`config.mk`:
```
export PLATFORM = sky130hd
export DESIGN_NAME = mcdt_formatter
export DESIGN_NICKNAME = d
export VERILOG_FILES = /design/src/rtl/mcdt_formatter.sv
export SDC_FILE = /design/constraint.sdc
export NUM_CORES = 2
export LEC_CHECK = 0
export ABC_AREA = 1
export CELL_PAD_IN_SITES_DETAIL_PLACEMENT = 1
export CELL_PAD_IN_SITES_GLOBAL_PLACEMENT = 2
export CORE_AREA = 2 2 542 544
export DETAILED_ROUTE_END_ITERATION = 6
export DIE_AREA = 0 0 544 546
export PLACE_DENSITY = 0.88
export SLEW_MARGIN = 20
export SYNTH_ARGS = -nofsm -noshare
export SYNTH_HDL_FRONTEND = slang
export SYNTH_SLANG_ARGS = --single-unit
```
`constraint.sdc`:
```
create_clock -name clk_i -period 3.9 [get_ports clk_i]
set_clock_uncertainty 0.1 [all_clocks]
set_input_delay 0.585 -clock clk_i [delete_from_list [all_inputs] [get_ports clk_i]]
set_output_delay 0.585 -clock clk_i [all_outputs]
set_load 0.02 [all_outputs]
```
`src/rtl/mcdt_formatter.sv`:
```
// Buffers the mcdt stream in three per-channel FIFOs and emits framed packets
// (header + PKT_LEN words) over a request/grant, valid/ready output port.
module mcdt_formatter #(
   parameter int FIFO_DEPTH = 32,
   parameter int PKT_LEN    = 4
) (
   input  logic        clk_i,
   input  logic        rst_i,
   input  logic [31:0] mcdt_data_i,
   input  logic        mcdt_val_i,
   input  logic [1:0]  mcdt_id_i,
   output logic        fmt_req_o,
   output logic [1:0]  fmt_chid_o,
   input  logic        fmt_grant_i,
   output logic [31:0] fmt_data_o,
   output logic        fmt_valid_o,
   input  logic        fmt_ready_i,
   output logic        fmt_start_o,
   output logic        fmt_end_o,
   output logic [2:0]  ovf_o,
   output logic        id_err_o
);

   localparam int AW = $clog2(FIFO_DEPTH);
   localparam logic [AW:0] DEPTH_C = (AW+1)'(FIFO_DEPTH);
   localparam logic [AW:0] PKT_C   = (AW+1)'(PKT_LEN);
   localparam logic [7:0]  PKT8_C  = 8'(PKT_LEN);

   typedef enum logic [1:0] {IDLE, REQ, HDR, DATA} state_t;

   state_t         state_q, state_d;
   logic [31:0]    mem [3][FIFO_DEPTH];
   logic [AW-1:0]  wr_ptr_q [3];
   logic [AW-1:0]  rd_ptr_q [3];
   logic [AW:0]    cnt_q [3];
   logic [2:0]     push, pop, full, elig;
   logic [1:0]     chid_q, rr_q, win, cand;
   logic [7:0]     beat_q;
   logic           last_beat, any_elig;

   assign last_beat = (beat_q == PKT8_C - 8'd1);
   assign any_elig  = |elig;

   always_comb begin
      for (int c = 0; c < 3; c++) begin
         full[c] = (cnt_q[c] == DEPTH_C);
         elig[c] = (cnt_q[c] >= PKT_C);
         // Full is judged on the current count: a same-cycle pop does not save the word.
         push[c] = mcdt_val_i && (mcdt_id_i == c[1:0]) && !full[c];
         pop[c]  = (state_q == DATA) && (chid_q == c[1:0]) && fmt_ready_i;
      end
   end

   // Round-robin: search starts one past the last served channel.
   always_comb begin
      win  = rr_q;
      cand = rr_q;
      for (int i = 3; i >= 1; i--) begin
         cand = 2'((int'(rr_q) + i) % 3);
         if (elig[cand]) win = cand;
      end
   end

   always_ff @(posedge clk_i) begin
      if (rst_i) begin
         for (int c = 0; c < 3; c++) begin
            wr_ptr_q[c] <= '0;
            rd_ptr_q[c] <= '0;
            cnt_q[c]    <= '0;
         end
         ovf_o    <= '0;
         id_err_o <= 1'b0;
      end else begin
         for (int c = 0; c < 3; c++) begin
            if (push[c]) wr_ptr_q[c] <= wr_ptr_q[c] + 1'b1;
            if (pop[c])  rd_ptr_q[c] <= rd_ptr_q[c] + 1'b1;
            cnt_q[c] <= cnt_q[c] + (AW+1)'(push[c]) - (AW+1)'(pop[c]);
            if (mcdt_val_i && (mcdt_id_i == c[1:0]) && full[c]) ovf_o[c] <= 1'b1;
         end
         if (mcdt_val_i && (mcdt_id_i == 2'd3)) id_err_o <= 1'b1;
      end
   end

   // NOTE: storage is deliberately not reset; pointers and counts define what is valid.
   always_ff @(posedge clk_i) begin
      for (int c = 0; c < 3; c++)
         if (push[c]) mem[c][wr_ptr_q[c]] <= mcdt_data_i;
   end

   always_ff @(posedge clk_i) begin
      if (rst_i) state_q <= IDLE;
      else       state_q <= state_d;
   end

   always_ff @(posedge clk_i) begin
      if (rst_i) begin
         chid_q <= 2'd0;
         beat_q <= 8'd0;
         rr_q   <= 2'd2;
      end else begin
         if (state_q == IDLE && any_elig) chid_q <= win;
         if (state_q == HDR) beat_q <= 8'd0;
         if (state_q == DATA && fmt_ready_i) begin
            beat_q <= beat_q + 8'd1;
            if (last_beat) rr_q <= chid_q;
         end
      end
   end

   // NOTE: every combinational output gets a default first so no latch is inferred.
   always_comb begin
      state_d     = state_q;
      fmt_valid_o = 1'b0;
      fmt_start_o = 1'b0;
      fmt_end_o   = 1'b0;
      fmt_data_o  = 32'h0;
      case (state_q)
         IDLE: if (any_elig) state_d = REQ;
         REQ:  if (fmt_grant_i) state_d = HDR;
         HDR: begin
            fmt_valid_o = 1'b1;
            fmt_start_o = 1'b1;
            fmt_data_o  = {8'hA5, 6'h0, chid_q, 8'h00, PKT8_C};
            if (fmt_ready_i) state_d = DATA;
         end
         DATA: begin
            fmt_valid_o = 1'b1;
            fmt_end_o   = last_beat;
            fmt_data_o  = mem[chid_q][rd_ptr_q[chid_q]];
            if (fmt_ready_i && last_beat) state_d = IDLE;
         end
         default: state_d = IDLE;
      endcase
   end

   assign fmt_req_o  = (state_q == REQ);
   assign fmt_chid_o = chid_q;

endmodule

```
-- Yosys cells after proc, flatten, opt, wreduce, memory -nomap -nowiden
Memories as Yosys holds them, arrays and structs flattened. A register that Yosys moved wholly into a read port is not among the register bits.
Cells that the tools add are included.
- flip-flop bits (word level): 18
- memory bits (writable): 3120
- output and inout bits: 42
- word-level logic and storage cells: 180
- memories: 4
- memories (name ; depth ; width ; rd ports ; clocked after memory_dff ; write ports ; RTL line ; text):
    mem ; 3 ; 1024 ; 1 ; 1 ; 1 ; 32 ; logic [31:0] mem [3][FIFO_DEPTH];
    cnt_q ; 3 ; 6 ; 3 ; 0 ; 3 ; 35 ; logic [AW:0] cnt_q [3];
    rd_ptr_q ; 3 ; 5 ; 4 ; 1 ; 3 ; 34 ; logic [AW-1:0] rd_ptr_q [3];
    wr_ptr_q ; 3 ; 5 ; 3 ; 0 ; 3 ; 33 ; logic [AW-1:0] wr_ptr_q [3];
- $add $sub $neg: 16
- div/mod/pow operators: 3
- order comparisons: 13
- equality and inequality tests: 16
- muxes and demuxes: 72
- bitwise gates (word level): 13
- reductions and logical operators: 35
- operators by type and width (kind ; number):
    two-way mux 1024 bit ; 7
    OR reduction 1024 bit ; 2
    demux 32 bit (select 5 bit) ; 3
    binary-select mux 32 bit (select 5 bit) ; 1
    two-way mux 32 bit ; 5
    remainder unit 32 x 3 -> 32 bit, second input constant ; 3
    one-hot mux 32 bit (2 select lines) ; 1
    adder 5 x 1 -> 5 bit, second input constant ; 6
    two-way mux 5 bit ; 6
    two-way mux 1 bit ; 27
    two-way mux 2 bit ; 13
    greater-or-equal comparator 6 bit, second input constant ; 4
    NOT 5 -> 6 bit ; 4
    logical AND 1 bit ; 22
    adder 6 x 1 -> 6 bit ; 3
    == test 6 bit, second input constant ; 3
    greater-or-equal comparator 6 x 3 -> 1 bit, second input constant ; 3
    < comparator 6 x 1 -> 1 bit, second input constant ; 3
    two-way mux 6 bit ; 3
    subtractor 6 x 1 -> 6 bit ; 3
    two-way mux 8 bit ; 2
    == test 2 bit, second input constant ; 5
    < comparator 2 x 3 -> 1 bit, second input constant ; 3
    OR 1 bit ; 9
    16 further kinds ; 27

-- Longest topological paths before layout
- word-level depth: 9
- gate-level depth with buffers: 17
- depth with buffers taken out: 16

-- Least setup slack after synthesis
OpenSTA, ideal clock, no wires.
- path type: register -> register
- start: mem cnt_q[0][2] (netlist name)
- end: mem mem[0][0] (netlist name), enable pin
- library setup time: 0.421 ns
- arrival: 2.744 ns
- required time: 3.379 ns
- setup slack: 0.634 ns
- cell stages (with the launch flop): 7
- period minus slack after synthesis: 3.266 ns
- cell sequence: dfxtp_1 inv_1 ha_1 and3_1 nor4_2 nand2_1 nor2_1
- RTL lines (what ; RTL line):
    start, declared ; 35
    end, declared ; 32

==> results.yml <==
place:
  dp_hpwl_um: 252700
  dp.cells: 14540
  numPortBuffers: 80
  dpl_worst_slack_ns: -0.2142
  place_congestion: 0.8868
floorplan:
  die_h_um: 546
  start_util_pct: 43.76
  ios: 81
  core_um2: 292100
  rows: 199
  dieArea_um2: 297000
  die_width_um: 544
cells_and_area:
  nNetsFinal: 11260
  drive_above_1_share_pct: 15.85
  nFillCells: 29050
  final_cells: 15350
  area_growth_pct: 21.95
detailed_routing:
  drt_wl_total_um: 481900
  vias: 94860
  ant_nets: 0
  drcViolationCount: 0
  routed_via_density: 6.182
  drt_iter0_drc: 12650
  firstDrtPassIters: 6
  avgRoutedWirePerCell_um: 31.40
logic_synthesis:
  synth_seq_cells: 3140
  synth_edf_count: 3102
  ys_types: 45
  ys_async_sr_fraction_pct: 0
  yosys.area.top_type: "edfxtp_1"
  yosys_warnings: 0
  syn_area_um2: 127800
  synth_area_leaders: "edfxtp_1 73%, nand2_1 9.3%, nand3_1 7.2%, o21ai_0 2.4%, o21ai_1 1.5%"
  seq_area_frac_synth_pct: 73.49
  ys.flop_type: "edfxtp_1"
  synth_fp_nets: 10780
  synth.top_cell.area_share_pct: 72.89
  synthCells: 10680
  synth.avg_cell_area_um2: 11.96
sta:
  rsz0062_at_grt: "true"
  setup_viol: 32
  tns_ns: -12.67
  fin_ws_ns: -0.4795
  slew_headroom_pct: 18.65
  max_freq_mhz: 228.3
  hold_viol: 0
  finalCritPeriodShare_pct: 112.3
  slew_viol_final: 0
  tightest_slew_ns: 1.220
  layout_min_cycle_time_ns: 4.380
critical_path:
  crit_buf_inv: 7
  critical_path.startpoint_type: "flip-flop"
  critPathMaxFanout: 10
  cp_common_cell: "buf_6"
  path_cells: "nor2_1 -> nor2_2 -> a21boi_4 -> buf_4 -> buf_6 -> buf_16 -> buf_4 -> nand3_1 -> nand3_1 -> nand3_1 -> nand3_2 -> buf_6 -> nand3_2 -> buf_6 -> nand2_1 -> buf_6"
  crit_family: "buffers and inverters"
  critPathCaptureType: "primary output"
  crit_type: "flip-flop to primary output"
  cp.required_ns: 3.21
  cpMaxStageDelayCell: "edfxtp_1"
  cpPeakStageDelay_ns: 0.45
  critPathArrivalTime_ns: 3.69
power_and_ir_drop:
  pwr_density_cell_nw_per_um2: 658.9
  worst_ir_drop_vdd_mv: 0.4485
  leakagePower_nw: 55.59
clocking:
  clk_pin_slew_ns: 0.06
  cts_tree: "built"
  cts_sinks: 3140
  numCtsBuffers: 330
  root_buffer: "clkbuf_16"
  clk-insertion-delay-late_ns: 0.90
  clock_path_buffers: 4
  cts.htree.levels: 5
run:
  drv_cap: 0
outcome:
  violations: "setup timing"
  status: "complete, but fails checks"
hold_path:
  hold_path.class: "primary input to flip-flop"
global_routing:
  grt_pass1_wl_um: 684500
  overflow: 0
  grt_antenna_before_repair: 15
  grt_max_degree: 90
  grt_pass1_vias: 99640
  track_usage_pct: 31.60
## cell usage after synthesis, types with 3 or more instances
master / count
nor3_1: 7
buf_6: 30
buf_4: 45
or2_1: 93
o21ai_0: 625
buf_2: 277
xor2_1: 12
o311ai_0: 11
nand4_1: 4
inv_1: 103
edfxtp_1: 3102
nand2_1: 3164
or2_2: 13
clkbuf_1: 291
o21ai_1: 376
buf_1: 47
nand3_1: 1849
o211ai_1: 16
nor2_1: 391
a21boi_0: 3
fa_1: 3
o21bai_1: 3
inv_2: 3
a21oi_1: 83
xnor2_1: 6
dfxtp_1: 38
or2_0: 5
ha_1: 57
## registers in the layout (all words and copies together) (netlist names), named ones only
signal / count
mem: 3072
cnt_q: 18
rd_ptr_q: 15
wr_ptr_q: 15
beat_q: 8
ovf_o: 3
fmt_chid_o: 2
rr_q: 2
state_q: 2
id_err_o: 1
## power breakdown
| group | internal [W] | switching [W] |
|---|---|---|
| Sequential | 0.0373 | 0.000155 |
| Clock | 0.0181 | 0.0135 |
| Combinational | 0.0116 | 0.0220 |
| Total | 0.0670 | 0.0357 |
## worst paths after layout
path	start	to	slack, ns	cells after the start
setup reg to reg	state_q[1]	cnt_q[0][4]	0.56	14
hold / removal	mcdt_data_i[16]	mem[1][432]	0.05	1
setup / recovery	rd_ptr_q[0][1]	fmt_data_o[16]	-0.48	16
hold reg to reg	ovf_o[1]	ovf_o[1]	0.37	2
## through the flow
step / hold slack (ns) / area, µm² / utilization [%] / total power, W
3_3_place_gp: 0.3421 / 137400 / 47.04 / 0.06208
4_1_cts: 0.02480 / 154400 / 52.86 / 0.1001
6_report: 0.04818 / 155800 / 53.36 / 0.1027
2_1_floorplan: 0.3391 / 127800 / - / 0.05179
3_5_place_dp: 0.3575 / 137400 / 47.04 / 0.06303
5_1_grt: 0.03514 / 155800 / 53.36 / 0.1054
## cell usage in the layout (no fill, tap or decap), types with 7 or more instances in the layout
| cell | Yosys | layout |
|---|---|---|
| or2_2 | 13 | 13 |
| bufinv_16 | 0 | 31 |
| or2_1 | 93 | 93 |
| ha_1 | 57 | 56 |
| edfxtp_1 | 3102 | 3102 |
| a21oi_1 | 83 | 74 |
| o21ai_2 | 0 | 12 |
| clkinv_2 | 0 | 54 |
| nor3_1 | 7 | 7 |
| o21ai_1 | 376 | 383 |
| nor2_4 | 1 | 124 |
| clkdlybuf4s50_1 | 0 | 16 |
| nand3_1 | 1849 | 1559 |
| bufbuf_16 | 0 | 42 |
| o211ai_1 | 16 | 16 |
| o311ai_0 | 11 | 8 |
| nand3_2 | 1 | 225 |
| xor2_1 | 12 | 12 |
| nand2_2 | 2 | 42 |
| clkinv_1 | 2 | 72 |
| nand2_4 | 0 | 11 |
| a21oi_2 | 0 | 9 |
| buf_12 | 0 | 184 |
| clkbuf_1 | 291 | 70 |
| diode_2 | 0 | 8 |
| dfxtp_1 | 38 | 36 |
| buf_4 | 45 | 352 |
| buf_16 | 0 | 106 |
| nor2_2 | 0 | 19 |
| inv_1 | 103 | 100 |
| nor2_1 | 391 | 249 |
| clkbuf_16 | 0 | 357 |
| nand2_1 | 3164 | 3109 |
| buf_8 | 0 | 26 |
| nand3_4 | 0 | 66 |
| o21ai_0 | 625 | 606 |
| buf_6 | 30 | 93 |
## repair_timing
action	CTS	global route
hold buffers	1	0
hold endpoints to repair	13	0
gates cloned	77	16
pin swaps	88	34
endpoints found under the setup margin	32	32
buffers inserted	95	27
gates resized for setup	753	179
## per-layer routing
layer  wire [µm]  global-route usage, %
met2      223500                  50.32
met3       51670                  6.223
met5          61                      0
met4       30910                  18.27
met1      175700                  40.27
## cell families after synthesis
| group | after synthesis | synth area share (%) |
|---|---|---|
| xor gates and xnor gates | 18 | 0.1234 |
| DFF | 3140 | 73.49 |
| and+or+nand+nor | 5539 | 18.35 |
| AOI/OAI and AO/OA | 1126 | 4.502 |
| buffers and inverters | 799 | 2.928 |
| adders and majority gates | 60 | 0.6051 |
## area by class of cell
type / count / area (µm²) / share of cell area (%)
Timing Repair Buffer: 838 / 12630 / 8.107
Timing Repair inverter: 1 / 8.758 / 0.005620
Antenna cell: 8 / 20.02 / 0.01285
Sequential cell: 3140 / 93920 / 60.26
Multi-Input combinational cell: 6745 / 33450 / 21.46
Clock inverter: 170 / 1604 / 1.029
Tap cell: 3919 / 4903 / 3.146
Inverter: 109 / 456.7 / 0.2930
Clock buffer: 415 / 8851 / 5.679
Note: power is estimated with default switching activity, not from simulation.
